[config.mk]
export PLATFORM = sky130hd
export DESIGN_NAME = check_origin_axis_flat
export DESIGN_NICKNAME = d
export VERILOG_FILES = /design/src/rtl/check_origin_axis_if.sv /design/src/rtl/check_origin_axis.sv /design/src/flat_wrapper.sv
export SDC_FILE = /design/constraint.sdc
export NUM_CORES = 1
export LEC_CHECK = 0
export ABC_AREA = 1
export ABC_CLOCK_PERIOD_IN_PS = 4650
export BUFFER_PORTS_ARGS = -buffer_cell sky130_fd_sc_hd__buf_4
export CAP_MARGIN = 20
export CORE_ASPECT_RATIO = 0.75
export CORE_UTILIZATION = 33
export DETAILED_ROUTE_END_ITERATION = 8
export PLACE_DENSITY = 0.49
export SLEW_MARGIN = 20
export SYNTH_ARGS = -nofsm -noshare
export SYNTH_HDL_FRONTEND = slang
export SYNTH_SLANG_ARGS = --single-unit
export TNS_END_PERCENT = 100
[constraint.sdc]
create_clock -name aclk -period 4.65 [get_ports aclk]
set_input_delay 0.2325 -clock aclk [delete_from_list [all_inputs] [get_ports aclk]]
set_output_delay 0.2325 -clock aclk [all_outputs]
set_load 0.03 [all_outputs]
[src/rtl/check_origin_axis_if.sv]
// AXI-stream link carrying origin-pattern frames into the frame checker.
// Clock and reset travel with the stream so the checker needs no extra ports.
interface check_origin_axis_if #(
  parameter int unsigned DATA_W = 32
) (
  input logic aclk,
  input logic aresetn
);
  logic [DATA_W-1:0]   tdata;
  logic                tvalid;
  logic                tlast;
  logic                aclken;
  logic                tready;
  logic [3:0]          tuser;
  logic [DATA_W/8-1:0] tkeep;

  modport master (
    input  aclk, aresetn, tready,
    output tdata, tvalid, tlast, aclken, tuser, tkeep
  );

  modport slave (
    input  aclk, aresetn, tdata, tvalid, tlast, aclken, tuser, tkeep,
    output tready
  );
endinterface

[src/rtl/check_origin_axis.sv]
// Frame checker for the origin-pattern generator: verifies data pattern and
// tlast position per armed frame, and keeps pass/fail statistics.
module check_origin_axis #(
  parameter string       MODE       = "RANGE",
  parameter string       READY_MODE = "ALWAYS",
  parameter logic [15:0] LFSR_SEED  = 16'hACE1,
  parameter logic [31:0] WATCHDOG   = 32'd1024,
  parameter int unsigned DATA_W     = 32
) (
  check_origin_axis_if.slave axis_in,
  input  logic               i_enable,
  input  logic [31:0]        i_start,
  input  logic [31:0]        i_length,
  output logic               o_ready,
  output logic               o_done,
  output logic               o_pass,
  output logic               o_err_data,
  output logic               o_err_last,
  output logic               o_err_timeout,
  output logic [31:0]        o_frame_cnt,
  output logic [31:0]        o_fail_cnt,
  output logic [31:0]        o_first_err_beat
);
  localparam bit L_RANGE = (MODE == "RANGE");
  localparam bit L_LFSR  = (READY_MODE == "LFSR");

  typedef enum logic [1:0] {
    S_IDLE   = 2'd0,
    S_CHECK  = 2'd1,
    S_REPORT = 2'd2
  } state_t;

  // Fibonacci LFSR, taps 16,14,13,11.
  function automatic logic [15:0] lfsr_step(input logic [15:0] v);
    return {v[14:0], v[15] ^ v[13] ^ v[12] ^ v[10]};
  endfunction

  state_t      r_state;
  logic        r_ready, r_tready, r_done, r_pass;
  logic        r_err_data, r_err_last, r_err_timeout;
  logic [31:0] r_frame_cnt, r_fail_cnt, r_first_err_beat;
  logic [31:0] r_exp, r_lock_len, r_beat_cnt, r_wd_cnt;
  logic [15:0] r_lfsr;

  state_t      w_nstate;
  logic        w_hs, w_arm, w_mismatch, w_any_err, w_unused;
  logic        w_err_data_nxt, w_err_last_nxt, w_err_timeout_nxt;
  logic [31:0] w_wd_nxt;
  logic [15:0] w_lfsr_nxt;

  assign w_hs       = (r_state == S_CHECK) && axis_in.tvalid && r_tready && axis_in.aclken;
  assign w_arm      = (r_state == S_IDLE) && i_enable && r_ready;
  assign w_mismatch = (axis_in.tdata != r_exp[DATA_W-1:0]);
  assign w_lfsr_nxt = (r_state == S_CHECK) ? lfsr_step(r_lfsr) : r_lfsr;
  assign w_any_err  = w_err_data_nxt || w_err_last_nxt || w_err_timeout_nxt;
  assign w_unused   = ^{axis_in.tuser, axis_in.tkeep};

  // Next state plus the per-frame error flags as they stand after this cycle.
  always_comb begin
    w_nstate          = r_state;
    w_err_data_nxt    = r_err_data;
    w_err_last_nxt    = r_err_last;
    w_err_timeout_nxt = r_err_timeout;
    w_wd_nxt          = r_wd_cnt;
    case (r_state)
      S_IDLE: begin
        if (w_arm) w_nstate = S_CHECK;
        else       w_nstate = S_IDLE;
      end
      S_CHECK: begin
        if (w_hs) begin
          w_wd_nxt = 32'd0;
          if (w_mismatch) w_err_data_nxt = 1'b1;
          else            w_err_data_nxt = r_err_data;
          // Early tlast and a missing tlast on the final beat both count.
          if (axis_in.tlast && (r_beat_cnt < r_lock_len - 32'd1))        w_err_last_nxt = 1'b1;
          else if (!axis_in.tlast && (r_beat_cnt == r_lock_len - 32'd1)) w_err_last_nxt = 1'b1;
          else                                                           w_err_last_nxt = r_err_last;
          if (axis_in.tlast) w_nstate = S_REPORT;
          else               w_nstate = S_CHECK;
        end else if ((WATCHDOG != 32'd0) && (r_wd_cnt + 32'd1 == WATCHDOG)) begin
          w_wd_nxt          = r_wd_cnt + 32'd1;
          w_err_timeout_nxt = 1'b1;
          w_nstate          = S_REPORT;
        end else begin
          w_wd_nxt = r_wd_cnt + 32'd1;
          w_nstate = S_CHECK;
        end
      end
      S_REPORT: w_nstate = S_IDLE;
      default:  w_nstate = S_IDLE;
    endcase
  end

  // Frame FSM with all outputs registered.
  always_ff @(posedge axis_in.aclk or negedge axis_in.aresetn) begin
    if (!axis_in.aresetn) begin
      r_state          <= S_IDLE;
      r_ready          <= 1'b0;
      r_tready         <= 1'b0;
      r_done           <= 1'b0;
      r_pass           <= 1'b0;
      r_err_data       <= 1'b0;
      r_err_last       <= 1'b0;
      r_err_timeout    <= 1'b0;
      r_frame_cnt      <= 32'd0;
      r_fail_cnt       <= 32'd0;
      r_first_err_beat <= 32'hFFFF_FFFF;
      r_exp            <= 32'd0;
      r_lock_len       <= 32'd1;
      r_beat_cnt       <= 32'd0;
      r_wd_cnt         <= 32'd0;
      r_lfsr           <= LFSR_SEED;
    end else begin
      r_state  <= w_nstate;
      r_ready  <= (w_nstate == S_IDLE);
      r_tready <= (w_nstate == S_CHECK) && (!L_LFSR || w_lfsr_nxt[0]);
      r_done   <= (w_nstate == S_REPORT);
      r_lfsr   <= w_lfsr_nxt;
      case (r_state)
        S_IDLE: begin
          if (w_arm) begin
            r_exp            <= i_start;
            r_lock_len       <= (i_length == 32'd0) ? 32'd1 : i_length;
            r_beat_cnt       <= 32'd0;
            r_err_data       <= 1'b0;
            r_err_last       <= 1'b0;
            r_err_timeout    <= 1'b0;
            r_pass           <= 1'b0;
            r_wd_cnt         <= 32'd0;
            r_first_err_beat <= 32'hFFFF_FFFF;
          end
        end
        S_CHECK: begin
          r_err_data    <= w_err_data_nxt;
          r_err_last    <= w_err_last_nxt;
          r_err_timeout <= w_err_timeout_nxt;
          r_wd_cnt      <= w_wd_nxt;
          if (w_hs) begin
            if (L_RANGE) r_exp <= r_exp + 32'd1;
            if (r_beat_cnt != 32'hFFFF_FFFF) r_beat_cnt <= r_beat_cnt + 32'd1;
            if (w_mismatch && !r_err_data) r_first_err_beat <= r_beat_cnt;
          end
          if (w_nstate == S_REPORT) begin
            r_pass      <= !w_any_err;
            r_frame_cnt <= r_frame_cnt + 32'd1;
            if (w_any_err) r_fail_cnt <= r_fail_cnt + 32'd1;
          end
        end
        default: ;
      endcase
    end
  end

  assign axis_in.tready   = r_tready;
  assign o_ready          = r_ready;
  assign o_done           = r_done;
  assign o_pass           = r_pass;
  assign o_err_data       = r_err_data;
  assign o_err_last       = r_err_last;
  assign o_err_timeout    = r_err_timeout;
  assign o_frame_cnt      = r_frame_cnt;
  assign o_fail_cnt       = r_fail_cnt;
  assign o_first_err_beat = r_first_err_beat;
endmodule

[src/flat_wrapper.sv]
// flat-port wrapper written by rule: the top's interface ports become plain ports
module check_origin_axis_flat 
#(
  parameter string       MODE       = "     ",
  parameter string       READY_MODE = "      ",
  parameter logic [15:0] LFSR_SEED  = 16'hACE1,
  parameter logic [31:0] WATCHDOG   = 32'd1024,
  parameter int unsigned DATA_W     = 32
)
  (i_enable, i_start, i_length, o_ready, o_done, o_pass, o_err_data, o_err_last, o_err_timeout, o_frame_cnt, o_fail_cnt, o_first_err_beat, aclk, aresetn, axis_in_tdata, axis_in_tvalid, axis_in_tlast, axis_in_aclken, axis_in_tuser, axis_in_tkeep, axis_in_tready);
  check_origin_axis_if #(.DATA_W(DATA_W)) axis_in_i (.aclk(aclk), .aresetn(aresetn));
  input  logic i_enable;
  input  logic [31:0] i_start;
  input  logic [31:0] i_length;
  output logic o_ready;
  output logic o_done;
  output logic o_pass;
  output logic o_err_data;
  output logic o_err_last;
  output logic o_err_timeout;
  output logic [31:0] o_frame_cnt;
  output logic [31:0] o_fail_cnt;
  output logic [31:0] o_first_err_beat;
  input wire logic aclk;
  input wire logic aresetn;
  input wire logic [$bits(axis_in_i.tdata)-1:0] axis_in_tdata;
  input wire logic [$bits(axis_in_i.tvalid)-1:0] axis_in_tvalid;
  input wire logic [$bits(axis_in_i.tlast)-1:0] axis_in_tlast;
  input wire logic [$bits(axis_in_i.aclken)-1:0] axis_in_aclken;
  input wire logic [$bits(axis_in_i.tuser)-1:0] axis_in_tuser;
  input wire logic [$bits(axis_in_i.tkeep)-1:0] axis_in_tkeep;
  output wire logic [$bits(axis_in_i.tready)-1:0] axis_in_tready;
  assign axis_in_i.tdata = axis_in_tdata;
  assign axis_in_i.tvalid = axis_in_tvalid;
  assign axis_in_i.tlast = axis_in_tlast;
  assign axis_in_i.aclken = axis_in_aclken;
  assign axis_in_i.tuser = axis_in_tuser;
  assign axis_in_i.tkeep = axis_in_tkeep;
  assign axis_in_tready = axis_in_i.tready;
  check_origin_axis #(.MODE(MODE), .READY_MODE(READY_MODE), .LFSR_SEED(LFSR_SEED), .WATCHDOG(WATCHDOG), .DATA_W(DATA_W)) u_core (.axis_in(axis_in_i), .i_enable(i_enable), .i_start(i_start), .i_length(i_length), .o_ready(o_ready), .o_done(o_done), .o_pass(o_pass), .o_err_data(o_err_data), .o_err_last(o_err_last), .o_err_timeout(o_err_timeout), .o_frame_cnt(o_frame_cnt), .o_fail_cnt(o_fail_cnt), .o_first_err_beat(o_first_err_beat));
endmodule
==> impl_metrics.ini <==
[critical_path]
critical-path-top-delay-family = simple AND/OR/NAND/NOR gates
required_ns = 5.14
slowest_delay_ns = 0.36
startpoint_type = register
worst-path-buf-inv = 4
worstSetupPathType = reg2reg
worst-path-max-fanout = 33
worst_ep_arrival_time_ns = 4.54
cp_slowest_cell = dfstp_2
crit_path_frequent_cell = nand2_1
endpoint_kind = register

[place]
dp_hpwl_mm = 33.9
dpl.cell_count = 2634
portBuffers = 204
post-place-ws_ns = 0.344
routabilityCongestion = 0.921

[clock_tree]
clkLatencyLatePin_ns = 0.56
cts_max_level = 1
cts_tree = done
cts.reportedPaths.clkPinSlew_ns = 0.06
cts_sinks = 233
cts_root_buf = clkbuf_16
cts_buffers = 28
cts_buffer_depth = 3

[sta]
drv_slew = 0
fin_crit_ns = 4.06
clock_skew_ns = 0.0133
period_share_pct = 87.2
fmax_mhz = 247
setup_tns_ns = 0
tightest_slew_ns = 0.813
setup_slack_ns = 0.595
hold_slack_ns = 0.0964
final-setup-viol-count = 0
hold_violations = 0
rsz0062_at_grt = false
slew_headroom_pct = 45.4

[yosys]
ys_seq_area_share_pct = 42.1
async_flop_share_pct = 100
syn_nets = 2047
syn_inst = 1900
yosysWarnings = 0
synth.distinct_cells = 40
yosys_register_bits = 233
synth_area_leaders = dfrtp_1 36%, nand2_1 17%, dfstp_2 6.2%
synth_area_per_cell_um2 = 7.33
yosys.area.top_type = dfrtp_1
synth_top_area_share_pct = 35.9
synth_edf_count = 0
synth_top_flop_cell = dfrtp_1
synth_area_um2 = 13900

[layout]
synthToLayoutAreaGrowth_pct = 27.3
drive_gt1_share_pct = 15.0
instances_no_fill = 2752
final_nets = 2316

[route]
vias = 13400
drt_iter0_markers = 975
antenna_left = 0
drt-total-wl_mm = 45.5
dr.pass1.iters = 5
vias_per_cell = 4.88
wl_per_cell_um = 16.5
drcViolationCount = 0

[grt]
globalRouteOverflowTotal = 0
antenna_found_initial = 1
gr-usage-all-layers_pct = 21.5
grt_pass1_wl_mm = 73.5
grt_pass1_vias = 12700
grt_max_degree = 106

[pwr]
fin_total_pwr_mw = 8.95
ir_drop_v = 0.000250
pwr_density_cell_nw_per_um2 = 505
power_leakage_nw = 8.33

[floorplan]
start_util_pct = 33.8
num_rows = 64
die_width_um = 239
io_pins = 213
coreArea_um2 = 41200
die_h_um = 180
die-area_um2 = 43100

[run]
maxCapViolations = 0

[status]
status = finished, final reports clean

[worst_hold_path]
hold_path_class = in2reg
cells in the mapped netlist (3+ instances only):
| library cell | number |
|---|---|
| nor2_2 | 6 |
| nand4_1 | 31 |
| o31ai_1 | 11 |
| nand2_1 | 637 |
| nor3_1 | 61 |
| clkbuf_1 | 23 |
| dfstp_2 | 33 |
| buf_1 | 5 |
| nor2_1 | 220 |
| ha_1 | 37 |
| inv_2 | 3 |
| o21ai_1 | 5 |
| nand3b_1 | 3 |
| nor4_1 | 32 |
| o22a_1 | 6 |
| nor2_4 | 4 |
| o22ai_1 | 24 |
| xor2_1 | 89 |
| nand3_1 | 96 |
| o21ai_0 | 58 |
| dfrtp_1 | 200 |
| a21oi_1 | 56 |
| or2_2 | 8 |
| buf_2 | 13 |
| inv_1 | 173 |
| xnor2_1 | 41 |
| nand3_2 | 3 |
| nand2_2 | 5 |
layout make-up:
class / count / area, um^2
fill: 4254 / 23500
multi-input combinational: 1445 / 7200
sequential: 233 / 5870
timing repair buffer: 284 / 2340
clock buffer: 37 / 796
tap: 561 / 702
inverter: 177 / 664
clock inverter: 14 / 156
antenna: 1 / 2.50
through the flow:
stage                     instance area [um^2]  utilization, %
after floorplan                          13900               -
final                                    17700            43.0
after global routing                     17700            43.0
after global placement                   16100            39.0
after detailed placement                 16100            39.0
after CTS                                17700            42.9
layout by cell type, fill, tap and decap left out, types with 5 or more instances in the layout:
cell,count
nand4_1,31
o22a_1,6
nor2_2,6
nor3_1,61
nor2_1,220
clkbuf_16,29
nand3_1,96
o31ai_1,11
clkinv_2,7
dlygate4sd3_1,65
xor2_1,89
nor4_1,32
a21oi_1,56
o22ai_1,24
nand2_2,5
o21ai_1,5
o21ai_0,58
inv_1,173
nand2_1,637
xnor2_1,41
buf_4,214
dfrtp_1,200
dfstp_2,33
or2_2,8
ha_1,37
report_power, final:
group | switching [mW] | total (mW) | internal [mW]
Combinational | 2.14 | 3.36 | 1.22
Clock | 0.926 | 2.29 | 1.37
Sequential | 0.579 | 3.29 | 2.71
Total | 3.64 | 8.95 | 5.30
final timing paths:
kind	slack [ns]	end	start	cells past startpoint
min in group asynchronous	0.27	u_core.r_wd_cnt[1]$_DFFE_PN0P_	aresetn	2
worst max register to register	0.59	u_core.o_fail_cnt[7]$_DFFE_PN0P_	u_core.r_lock_len[0]$_DFFE_PN1P_	26
worst min register to register	0.50	u_core.r_exp[23]$_DFFE_PN0P_	u_core.r_exp[23]$_DFFE_PN0P_	2
max in group asynchronous	3.20	u_core.o_frame_cnt[17]$_DFFE_PN0P_	aresetn	3
worst max-delay path	0.59	u_core.o_fail_cnt[7]$_DFFE_PN0P_	u_core.r_lock_len[0]$_DFFE_PN1P_	26
worst min-delay path	0.1	u_core.o_done$_DFF_PN0_	axis_in_tlast	3
cell families (layout without fill, tap and decap cells):
kind of cell	after synthesis	in the layout	share of synthesized area, %
compound gates	167	167	6.77
xor+xnor	130	130	8.17
fa+ha+maj	37	37	3.32
buf+inv	222	512	6.26
flops	233	233	42.1
other cells	0	1	0
simple gates	1111	1111	33.3
registers in the layout, summed over array words and instances, names as in the netlist, 2 cells and up:
name	cells
u_core.o_fail_cnt	32
u_core.o_first_err_beat	32
u_core.o_frame_cnt	32
u_core.r_beat_cnt	32
u_core.r_exp	32
u_core.r_lock_len	32
u_core.r_wd_cnt	32
u_core.r_state	2
routing by layer:
| metal | track usage (%) | routed length (um) | vias up |
|---|---|---|---|
| met5 | 0 | 0 | - |
| met4 | 3.64 | 745 | 0 |
| met3 | 3.55 | 3050 | 48 |
| met2 | 28.9 | 17700 | 437 |
| met1 | 35.2 | 24000 | 6270 |
| li1 | - | - | 6669 |
tightest hold or removal path, delay by kind of cell:
| family | cells | cell delay, ns |
|---|---|---|
| buffers and inverters | 1 | 0.13 |
| AOI/OAI and AO/OA | 1 | 0.09 |
| and+or+nand+nor | 1 | 0.15 |
what timing repair did:
item	CTS	global route
setup endpoints to repair	0	33
endpoints found under the hold margin	140	0
resized for setup	0	2
hold buffers	65	0
setup buffers	0	1
(Power assumes the default switching activity.)
